[src/rtl/mips_pkg.sv]
// -----------------------------------------------------------------------------
// mips_pkg
// Shared encodings for the MIPS32 multiply/divide unit:
//   - mdu_op_t    : MULT / MULTU / DIV / DIVU op field encodings
//   - mdu_state_t : IDLE / RUN / FIX sequencer states
//   - DIV0_LO     : LO value produced by a divide by zero
//   - op_is_signed: true for the two signed ops (MULT, DIV)
// -----------------------------------------------------------------------------
package mips_pkg;

    typedef enum logic [1:0] {
        MDU_MULT  = 2'b00,
        MDU_MULTU = 2'b01,
        MDU_DIV   = 2'b10,
        MDU_DIVU  = 2'b11
    } mdu_op_t;

    typedef enum logic [1:0] {
        IDLE = 2'd0,
        RUN  = 2'd1,
        FIX  = 2'd2
    } mdu_state_t;

    localparam logic [31:0] DIV0_LO = 32'hFFFF_FFFF;

    function automatic logic op_is_signed(input logic [1:0] op);
        return (op == MDU_MULT) || (op == MDU_DIV);
    endfunction

endpackage

[src/rtl/mips_muldiv_step.sv]
// -----------------------------------------------------------------------------
// muldiv_step
// One combinational iteration of the iterative multiply/divide datapath.
// The accumulator is a 2*WIDTH pair {upper, lower}.
//   multiply: lower holds the remaining multiplier bits; if its LSB is set the
//             multiplicand (i_operand) is added to upper, then the whole pair
//             shifts right by one.
//   divide  : lower holds the remaining dividend bits; the pair shifts left by
//             one and the divisor (i_operand) is trial-subtracted from upper.
//             The quotient bit is returned on o_qbit; o_acc leaves bit 0 clear
//             so the caller merges the quotient bit in.
// Ports:
//   i_mode    in  1        0 = multiply step, 1 = divide step
//   i_acc     in  2*WIDTH  current accumulator pair
//   i_operand in  WIDTH    multiplicand / divisor magnitude
//   o_acc     out 2*WIDTH  next accumulator pair
//   o_qbit    out 1        quotient bit (divide only, 0 for multiply)
// -----------------------------------------------------------------------------
module muldiv_step #(
    parameter int WIDTH = 32
) (
    input  logic                 i_mode,
    input  logic [2*WIDTH-1:0]   i_acc,
    input  logic [WIDTH-1:0]     i_operand,
    output logic [2*WIDTH-1:0]   o_acc,
    output logic                 o_qbit
);

    logic [WIDTH:0] w_addend;
    logic [WIDTH:0] w_sum;
    logic [WIDTH:0] w_shift;
    logic [WIDTH:0] w_trial;

    always_comb begin
        w_addend = i_acc[0] ? {1'b0, i_operand} : '0;
        w_sum    = {1'b0, i_acc[2*WIDTH-1:WIDTH]} + w_addend;
        // Upper half shifted left with the next dividend bit pulled in.
        w_shift  = i_acc[2*WIDTH-1:WIDTH-1];
        w_trial  = w_shift - {1'b0, i_operand};
        o_qbit   = 1'b0;
        o_acc    = '0;
        if (i_mode) begin
            // Trial result non-negative means the divisor fits.
            o_qbit = ~w_trial[WIDTH];
            o_acc  = {(o_qbit ? w_trial[WIDTH-1:0] : w_shift[WIDTH-1:0]),
                      i_acc[WIDTH-2:0], 1'b0};
        end else begin
            o_acc  = {w_sum, i_acc[WIDTH-1:1]};
        end
    end

endmodule

[src/rtl/mips_muldiv.sv]
// -----------------------------------------------------------------------------
// mips_muldiv
// Iterative MULT/MULTU/DIV/DIVU unit owning the architectural HI/LO registers.
// Operands are latched on an accepted start, converted to magnitudes for the
// signed ops, processed one bit per cycle for WIDTH cycles, and the signs are
// applied in FIX when HI/LO are written. MTHI/MTLO writes land only while idle.
// Optional build macro: MDU_EARLY_OUT_EN -- skip the iterations when the divisor
// or a multiply operand is zero (done arrives 3 cycles after launch).
// Ports:
//   clk      in  1      rising-edge clock
//   rst      in  1      synchronous active-high reset (aborts any op)
//   start    in  1      launch op (accepted only when not busy)
//   op       in  2      00 MULT, 01 MULTU, 10 DIV, 11 DIVU
//   rs_data  in  WIDTH  multiplicand / dividend
//   rt_data  in  WIDTH  multiplier / divisor
//   hi_we    in  1      MTHI write enable
//   lo_we    in  1      MTLO write enable
//   mt_data  in  WIDTH  MTHI/MTLO data
//   busy     out 1      operation in flight
//   done     out 1      one-cycle pulse, HI/LO hold the new result
//   hi, lo   out WIDTH  HI / LO registers
// -----------------------------------------------------------------------------
module mips_muldiv
    import mips_pkg::*;
#(
    parameter int WIDTH = 32
) (
    input  logic               clk,
    input  logic               rst,
    input  logic               start,
    input  logic [1:0]         op,
    input  logic [WIDTH-1:0]   rs_data,
    input  logic [WIDTH-1:0]   rt_data,
    input  logic               hi_we,
    input  logic               lo_we,
    input  logic [WIDTH-1:0]   mt_data,
    output logic               busy,
    output logic               done,
    output logic [WIDTH-1:0]   hi,
    output logic [WIDTH-1:0]   lo
);

    localparam int                 CW    = $clog2(WIDTH) + 1;
    localparam logic [CW-1:0]      LAST  = CW'(WIDTH - 1);
    localparam logic [CW-1:0]      CNT1  = CW'(1);
    localparam logic [WIDTH-1:0]   ONE   = WIDTH'(1);
    localparam logic [2*WIDTH-1:0] ONE2  = (2*WIDTH)'(1);

    mdu_state_t          r_state;
    logic [CW-1:0]       r_count;
    logic                r_is_div;
    logic                r_neg_res;
    logic                r_neg_rem;
    logic                r_div0;
    logic                r_zero_mul;
    logic                r_done;
    logic [WIDTH-1:0]    r_operand;
    logic [WIDTH-1:0]    r_rs_raw;
    logic [WIDTH-1:0]    r_hi;
    logic [WIDTH-1:0]    r_lo;
    logic [2*WIDTH-1:0]  r_acc;

    // Launch-time magnitude conversion.
    logic                w_signed;
    logic                w_rs_neg;
    logic                w_rt_neg;
    logic [WIDTH-1:0]    w_rs_mag;
    logic [WIDTH-1:0]    w_rt_mag;

    always_comb begin
        w_signed = op_is_signed(op);
        w_rs_neg = w_signed & rs_data[WIDTH-1];
        w_rt_neg = w_signed & rt_data[WIDTH-1];
        w_rs_mag = w_rs_neg ? (~rs_data + ONE) : rs_data;
        w_rt_mag = w_rt_neg ? (~rt_data + ONE) : rt_data;
    end

    logic [2*WIDTH-1:0]  w_step_acc;
    logic                w_step_qbit;
    logic [2*WIDTH-1:0]  w_next_acc;

    muldiv_step #(.WIDTH(WIDTH)) u_step (
        .i_mode    (r_is_div),
        .i_acc     (r_acc),
        .i_operand (r_operand),
        .o_acc     (w_step_acc),
        .o_qbit    (w_step_qbit)
    );

    // The quotient bit enters the pair at its LSB.
    assign w_next_acc = w_step_acc | {{(2*WIDTH-1){1'b0}}, w_step_qbit};

    // Sign fix-up and special cases applied when HI/LO are written.
    logic [2*WIDTH-1:0]  w_prod;
    logic [WIDTH-1:0]    w_quot;
    logic [WIDTH-1:0]    w_rem;
    logic [WIDTH-1:0]    w_fix_hi;
    logic [WIDTH-1:0]    w_fix_lo;

    always_comb begin
        // A zero operand may have skipped the iterations; force the product.
        w_prod = r_zero_mul ? '0 : r_acc;
        if (r_neg_res) w_prod = ~w_prod + ONE2;
        w_quot = r_acc[WIDTH-1:0];
        w_rem  = r_acc[2*WIDTH-1:WIDTH];
        if (r_neg_res) w_quot = ~w_quot + ONE;
        if (r_neg_rem) w_rem  = ~w_rem + ONE;
        if (!r_is_div) begin
            w_fix_hi = w_prod[2*WIDTH-1:WIDTH];
            w_fix_lo = w_prod[WIDTH-1:0];
        end else if (r_div0) begin
            w_fix_hi = r_rs_raw;
            w_fix_lo = WIDTH'(DIV0_LO);
        end else begin
            w_fix_hi = w_rem;
            w_fix_lo = w_quot;
        end
    end

    always_ff @(posedge clk) begin
        if (rst) begin
            r_state    <= IDLE;
            r_count    <= '0;
            r_is_div   <= 1'b0;
            r_neg_res  <= 1'b0;
            r_neg_rem  <= 1'b0;
            r_div0     <= 1'b0;
            r_zero_mul <= 1'b0;
            r_done     <= 1'b0;
            r_operand  <= '0;
            r_rs_raw   <= '0;
            r_hi       <= '0;
            r_lo       <= '0;
            r_acc      <= '0;
        end else begin
            r_done <= 1'b0;
            case (r_state)
                IDLE: begin
                    if (start) begin
                        // start takes priority over a same-cycle MT write.
                        r_is_div   <= op[1];
                        r_neg_res  <= w_rs_neg ^ w_rt_neg;
                        r_neg_rem  <= op[1] & w_rs_neg;
                        r_div0     <= (rt_data == '0);
                        r_zero_mul <= ~op[1] & ((rs_data == '0) | (rt_data == '0));
                        r_rs_raw   <= rs_data;
                        r_operand  <= op[1] ? w_rt_mag : w_rs_mag;
                        r_acc      <= {{WIDTH{1'b0}}, (op[1] ? w_rs_mag : w_rt_mag)};
                        r_count    <= '0;
                        r_state    <= RUN;
                    end else begin
                        if (hi_we) r_hi <= mt_data;
                        if (lo_we) r_lo <= mt_data;
                    end
                end
                RUN: begin
                    r_acc   <= w_next_acc;
                    r_count <= r_count + CNT1;
                    if (r_count == LAST) r_state <= FIX;
`ifdef MDU_EARLY_OUT_EN
                    if ((r_count == '0) && (r_is_div ? r_div0 : r_zero_mul))
                        r_state <= FIX;
`endif
                end
                FIX: begin
                    r_hi    <= w_fix_hi;
                    r_lo    <= w_fix_lo;
                    r_done  <= 1'b1;
                    r_count <= '0;
                    r_state <= IDLE;
                end
                default: r_state <= IDLE;
            endcase
        end
    end

    assign busy = (r_state != IDLE);
    assign done = r_done;
    assign hi   = r_hi;
    assign lo   = r_lo;

endmodule

[config.mk]
export PLATFORM = sky130hd
export DESIGN_NAME = mips_muldiv
export DESIGN_NICKNAME = d
export VERILOG_FILES = /design/src/rtl/mips_pkg.sv /design/src/rtl/mips_muldiv_step.sv /design/src/rtl/mips_muldiv.sv
export SDC_FILE = /design/constraint.sdc
export NUM_CORES = 1
export LEC_CHECK = 0
export CORE_ASPECT_RATIO = 1.5
export CORE_MARGIN = 3
export CORE_UTILIZATION = 47
export CTS_BUF_LIST = sky130_fd_sc_hd__clkbuf_4
export CTS_CLUSTER_DIAMETER = 40
export DETAILED_ROUTE_END_ITERATION = 6
export GPL_TIMING_DRIVEN = 0
export PLACE_DENSITY = 0.67
export SLEW_MARGIN = 20
export SYNTH_ARGS = -nofsm -noshare
export SYNTH_HDL_FRONTEND = slang
export SYNTH_SLANG_ARGS = --single-unit
[constraint.sdc]
create_clock -name clk -period 5.9 [get_ports clk]
set_input_delay 0.59 -clock clk [delete_from_list [all_inputs] [get_ports clk]]
set_output_delay 0.59 -clock clk [all_outputs]
set_load 0.05 [all_outputs]
==> results of run 1 <==
[cell type report]
class | count | area [um^2] | share of cell area
antenna | 2 | 5.00 | 0.000236
buffer | 218 | 870 | 0.0411
clock buffer | 75 | 563 | 0.0266
clock inverter | 13 | 131 | 0.00620
inverter | 73 | 274 | 0.0129
multi-input combinational | 2084 | 12900 | 0.611
sequential | 206 | 4120 | 0.195
tap | 489 | 612 | 0.0289
timing repair buffer | 167 | 1670 | 0.0788
[cell families (layout without fill, tap and decap cells)]
group / after synthesis / after routing
buffers and inverters: 291 / 546
other: 0 / 2
muxes: 103 / 103
AOI/OAI and AO/OA: 778 / 778
and+or+nand+nor: 937 / 937
xor gates and xnor gates: 194 / 194
DFF: 206 / 206
adders and majority gates: 72 / 72
[path summary, 6_finish.rpt]
kind	endpoint	from	cells past startpoint
setup / recovery	r_acc[61]	r_acc[0]	14
hold / removal	r_operand[25]	r_operand[25]	2
setup reg to reg	r_acc[61]	r_acc[0]	14
hold reg to reg	r_operand[25]	r_operand[25]	2
[power by group]
part,switching [W],leakage [nW],total (W),internal (W)
logic,0.00103,5.92,0.00153,0.000503
clock network,0.000650,0.410,0.00136,0.000709
registers,0.0000618,1.69,0.00154,0.00147
total,0.00174,8.02,0.00443,0.00269
[worst register-to-register path, cell delays in order (launching register included)]
cell and delay, ps:
dfxtp_1 310, clkbuf_1 270, inv_1 350, clkbuf_1 490, nor2_1 100, ha_1 430
o211ai_1 130, a21oi_1 290, a2111oi_0 170, o31ai_1 880, a221o_1 400, a21oi_1 160
o41ai_1 540, mux2i_1 160, a32o_1 280
[layer usage]
layer  track usage  part of all wire  wire length [um]
met1         0.456              0.35             31600
met4         0.370              0.11              9840
met5             0                 0                 0
met3        0.0652             0.083              7510
met2         0.703              0.46             41500
[metrics by stage]
step	setup slack, ps	std cells	hold WS [ps]
floorplan	2640	2581	432
global placement	1050	3236	444
detailed placement	1050	3237	449
CTS	1050	3325	435
global route	754	3326	478
finish	842	3327	461
[sequential cells by signal, indices dropped and copies added (netlist names)]
signal,cells
done,1
hi,32
lo,32
r_acc,64
r_count,6
r_div0,1
r_is_div,1
r_neg_rem,1
r_neg_res,1
r_operand,32
r_rs_raw,32
r_state,2
r_zero_mul,1
[cells in the mapped netlist (23+ instances only)]
library cell	number	area, um^2
a21oi_1	250	1250
o31ai_1	23	173
nor4_1	23	144
a311oi_1	31	272
a21o_1	31	233
dfxtp_1	206	4120
xnor2_1	110	963
ha_1	70	876
xor2_1	84	736
o22ai_1	23	144
o21ai_0	168	841
clkbuf_1	183	687
inv_1	70	263
a211oi_1	56	420
a31oi_1	24	150
mux2i_1	98	981
nor2_1	277	1040
nand2_1	336	1260
nand3_1	47	235
o211ai_1	30	225
nor3_1	81	405
a22oi_1	24	180
==> impl_metrics.csv, run 1 <==
group,metric,value,unit
outcome,run_status,"complete, but fails checks",
outcome,violations,"design-rule violations",
route,remaining_drc_errors,3,
hold_path,hold_path_class,"register to register",
final_layout,num-fill-cells,3771,
timing,max_freq,198,MHz
pwr,vdd_drop_max,0.164,mV
clocking,cts-resized-gates,0,
critical_path,critPathKind,"register to register",
global_route,grt_pass1_wl,131,mm
route,routed_wl,90.4,mm
final_layout,layout.nets,2977,
final_layout,fin_util,0.559,
synth,synthAdderAreaFrac,0.0503,
synth,synth_top_family_by_area,"compound AO/OA/AOI/OAI gates",
synth,syn_nets,2756,
critical_path,cpPeakStageDelay,880,ps
synth,synth_compound_area_frac,0.270,
synth,synth-seq-cells,206,
synth,synth_cells,2581,
final_layout,layout_common_cells,"336 x nand2_1, 276 x nor2_1, 250 x a21oi_1",
synth,synthMuxAreaShare,0.0570,
route,avgViaCountPerCell,6.51,
clocking,postCtsSetupRepairBufs,0,
clocking,cts_root_buf,"clkbuf_4",
clocking,clock_latency,760,ps
floorplan,initial_utilization,0.480,
timing,timing_hold_violations_final,0,
global_route,antenna_found_initial,2,
timing,rsz0062_at_grt,"false",
placed_design,dpl.hpwl,73.0,mm
clocking,numCtsBuffers,52,
timing,finalSetupTns,0,ps
critical_path,critPathBufInv,3,
global_route,grt-ovfl-total,0,
critical_path,start_kind,"register",
final_layout,area_delta_synth_final,16.4,%
synth,netlist_area,0.0182,mm^2
synth,synth_edf_count,0,
synth,synth_ff_type,"dfxtp_1",
pwr,p_leak,8.02,nW
critical_path,cp.arrival,5720,ps
critical_path,cp.required,6560,ps
timing,timing.final.max_slew_violations,0,
final_layout,layout-drive-gt1-share,0.0543,
timing,worst_clock_skew,57.7,ps
floorplan,dieArea,0.0412,mm^2
floorplan,core,0.0379,mm^2
timing,setup_viol,0,
synth,yosys.cell_types.count,85,
floorplan,placementRows,87,
synth,synthArstFlopShare,0,
critical_path,cp-end-kind,"register",
timing,period_minus_slack,5060,ps
final_layout,design_area,0.0212,mm^2
pwr,power.density,209,mW/mm^2
global_route,grt_max_degree,14,
route,routedWlPerCell,27.2,um
final_layout,layout_commonest_cell,"nand2_1",
clocking,cts_hold_buf,0,
route,vias,21700,
placed_design,dpl_cell_area,0.0205,mm^2
route,antenna_left,0,
placed_design,gp_congestion,1.08,
clocking,clockBufferDepth,3,
synth,synth.avg_cell_area,7.05,um^2
floorplan,die_w,167,um
global_route,grt_pass1_vias,20600,
clocking,tritoncts,"built",
floorplan,ios,169,
critical_path,ff2ff_setup_slack,840,ps
synth,synth-simple-area-share,0.240,
clocking,cts_htree_levels,2,
floorplan,die_height,247,um
route,drt_iter0_drc,2240,
global_route,grt_usage,0.418,
route,firstDrtPassIters,7,
critical_path,crit_slowest_cell,"o31ai_1",
critical_path,path_delay_family,"compound AO/OA/AOI/OAI gates",
clocking,numClockSinks,206,
timing,period_share,0.857,
pwr,power,0.00443,W
critical_path,crit_chain,"clkbuf_1, inv_1, clkbuf_1, nor2_1, ha_1, o211ai_1, a21oi_1, a2111oi_0, o31ai_1, a221o_1, a21oi_1, o41ai_1, mux2i_1, a32o_1",
synth,synthXorXnorAreaFrac,0.0934,
synth,synth_seq_area_share,0.227,
synth,yosysWarnings,0,
placed_design,portBuffers,166,
critical_path,cp_max_fo,10,
timing,tightestPinTransition,1080,ps
timing,slew_headroom,0.270,
run,drv_cap,0,
clocking,path_clk_slew,80,ps
No activity file was read; power rests on OpenSTA's default activity.
==> inputs of run 2 (changes only) <==
--- a/config.mk
+++ b/config.mk
@@ -11,8 +11,8 @@
 export CTS_BUF_LIST = sky130_fd_sc_hd__clkbuf_4
 export CTS_CLUSTER_DIAMETER = 40
 export DETAILED_ROUTE_END_ITERATION = 6
+export DONT_BUFFER_PORTS = 1
 export GPL_TIMING_DRIVEN = 0
-export PLACE_DENSITY = 0.67
 export SLEW_MARGIN = 20
 export SYNTH_ARGS = -nofsm -noshare
 export SYNTH_HDL_FRONTEND = slang
==> run 2 against run 1 <==
  * The run still ends with design-rule violations left
  * Clock power down 10%
  * Total power shrank 6.2%
  * Cell count fell by 4.4%
==> impl_metrics.csv, run 2 (synthesis gave the netlist of run 1 again) <==
group,metric,value,unit
placed_design,dpl.hpwl,72.0,mm
timing,timing.final.max_slew_violations,0,
floorplan,initial_utilization,0.480,
critical_path,crit_slowest_cell,"o31ai_1",
pwr,seqPwrFrac,0.393,
critical_path,critPathKind,"register to register",
hold_path,hold_path_class,"input port to register",
global_route,grt_usage,0.412,
pwr,combPwrFrac,0.314,
critical_path,cp_max_fo,10,
critical_path,cp.arrival,5350,ps
timing,rsz0062_at_grt,"false",
pwr,p_sw,0.00169,W
timing,worst_clock_skew,23.3,ps
clocking,tritoncts,"built",
floorplan,core,0.0379,mm^2
critical_path,crit_chain,"clkbuf_1, inv_1, clkbuf_1, nor2_1, ha_1, o211ai_1, a21oi_1, a2111oi_0, o31ai_1, a221o_1, a21oi_1, and3_1, o41ai_1, o211ai_1",
timing,period_share,0.809,
global_route,antenna_found_initial,4,
final_layout,layout-drive-gt1-share,0.0550,
clocking,clockBufferDepth,3,
global_route,grt_max_degree,15,
critical_path,ff2ff_setup_slack,1130,ps
clocking,cts_root_buf,"clkbuf_4",
floorplan,ios,169,
critical_path,cpPeakStageDelay,940,ps
timing,slew_headroom,0.249,
pwr,switching_share,0.407,
route,firstDrtPassIters,7,
critical_path,start_kind,"register",
floorplan,dieArea,0.0412,mm^2
pwr,vdd_drop_max,0.158,mV
pwr,power.share.clock,0.293,
route,remaining_drc_errors,16,
critical_path,path_delay_family,"compound AO/OA/AOI/OAI gates",
final_layout,largest_reg_flops,64,
route,routed_wl,89.2,mm
floorplan,die_height,247,um
placed_design,gp_congestion,1.05,
clocking,postCtsSetupRepairBufs,0,
global_route,grt_pass1_vias,20000,
timing,period_minus_slack,4770,ps
route,routedWlPerCell,28.1,um
final_layout,fin_util,0.518,
floorplan,placementRows,87,
clocking,cts_htree_levels,2,
outcome,violations,"design-rule violations",
critical_path,cp.required,6480,ps
clocking,clock_latency,740,ps
pwr,power.density,212,mW/mm^2
global_route,grt-ovfl-total,0,
pwr,p_leak,7.43,nW
route,vias,20900,
final_layout,layout_common_cells,"336 x nand2_1, 277 x nor2_1, 250 x a21oi_1",
final_layout,layout_commonest_cell,"nand2_1",
clocking,cts_hold_buf,18,
critical_path,cp-end-kind,"register",
placed_design,dp_cells,3070,
final_layout,layout.nets,2830,
global_route,grt_pass1_wl,128,mm
final_layout,fin_cells,3180,
timing,tightestPinTransition,1120,ps
clocking,numCtsBuffers,54,
clocking,path_clk_slew,70,ps
clocking,cts-resized-gates,0,
clocking,numClockSinks,206,
timing,finalSetupTns,0,ps
final_layout,regMostFlops,"r_acc",
final_layout,area_delta_synth_final,7.85,%
pwr,internal-power,0.00246,W
outcome,run_status,"complete, but fails checks",
timing,timing_hold_violations_final,0,
timing,max_freq,210,MHz
critical_path,critPathBufInv,3,
route,antenna_left,0,
floorplan,die_w,167,um
run,drv_cap,0,
route,avgViaCountPerCell,6.57,
timing,setup_viol,0,
route,drt_iter0_drc,2244,
placed_design,portBuffers,0,
## run 2: area by class of cell
type,instances,area [um^2]
tap,489,612
clock buffer,66,495
timing repair buffer,18,180
fill,4003,18300
inverter,73,274
sequential,206,4120
clock inverter,24,130
buffer,218,870
antenna,2,5.00
multi-input combinational,2084,12900
## run 2: worst reg2reg max path, stage by stage (launching register included)
cell and delay, ps:
dfxtp_1 300, clkbuf_1 260, inv_1 320, clkbuf_1 440, nor2_1 90, ha_1 410, o211ai_1 120, a21oi_1 190
a2111oi_0 130, o31ai_1 940, a221o_1 370, a21oi_1 190, and3_1 230, o41ai_1 500, o211ai_1 160
## run 2: worst paths after layout
kind,start,end,cells past startpoint
setup / recovery,r_acc[0],r_acc[59],14
hold / removal,mt_data[7],hi[7],2
setup reg to reg,r_acc[0],r_acc[59],14
hold reg to reg,r_operand[8],r_operand[8],2
## run 2: metal layers
| metal | up-vias | part of all wire | GRT usage |
|---|---|---|---|
| met1 | 9779 | 0.34 | 0.438 |
| met4 | 4 | 0.10 | 0.336 |
| li1 | 9418 | - | - |
| met2 | 1277 | 0.47 | 0.704 |
| met5 | - | 0.00029 | 0 |
| met3 | 416 | 0.088 | 0.0844 |
## run 2: through the flow
step | total power, W | worst slack (ps) | instance area [um^2] | hold WS [ps]
2_1_floorplan | 0.00248 | 2640 | 18200 | 432
3_3_place_gp | 0.00290 | 1200 | 18800 | 444
3_5_place_dp | 0.00290 | 1170 | 18800 | 451
4_1_cts | 0.00411 | 1150 | 19600 | 1.42
5_1_grt | 0.00431 | 886 | 19600 | 8.23
6_report | 0.00415 | 1130 | 19600 | 27.1
## run 2: power groups by stage
| stage | Sequential, W | Clock [W] | Combinational, W |
|---|---|---|---|
| detailed placement | 0.00166 | 0 | 0.00125 |
| floorplan | 0.00163 | 0 | 0.000851 |
| global placement | 0.00166 | 0 | 0.00124 |
| CTS | 0.00163 | 0.00122 | 0.00126 |
| finish | 0.00163 | 0.00122 | 0.00130 |
| global route | 0.00163 | 0.00129 | 0.00139 |
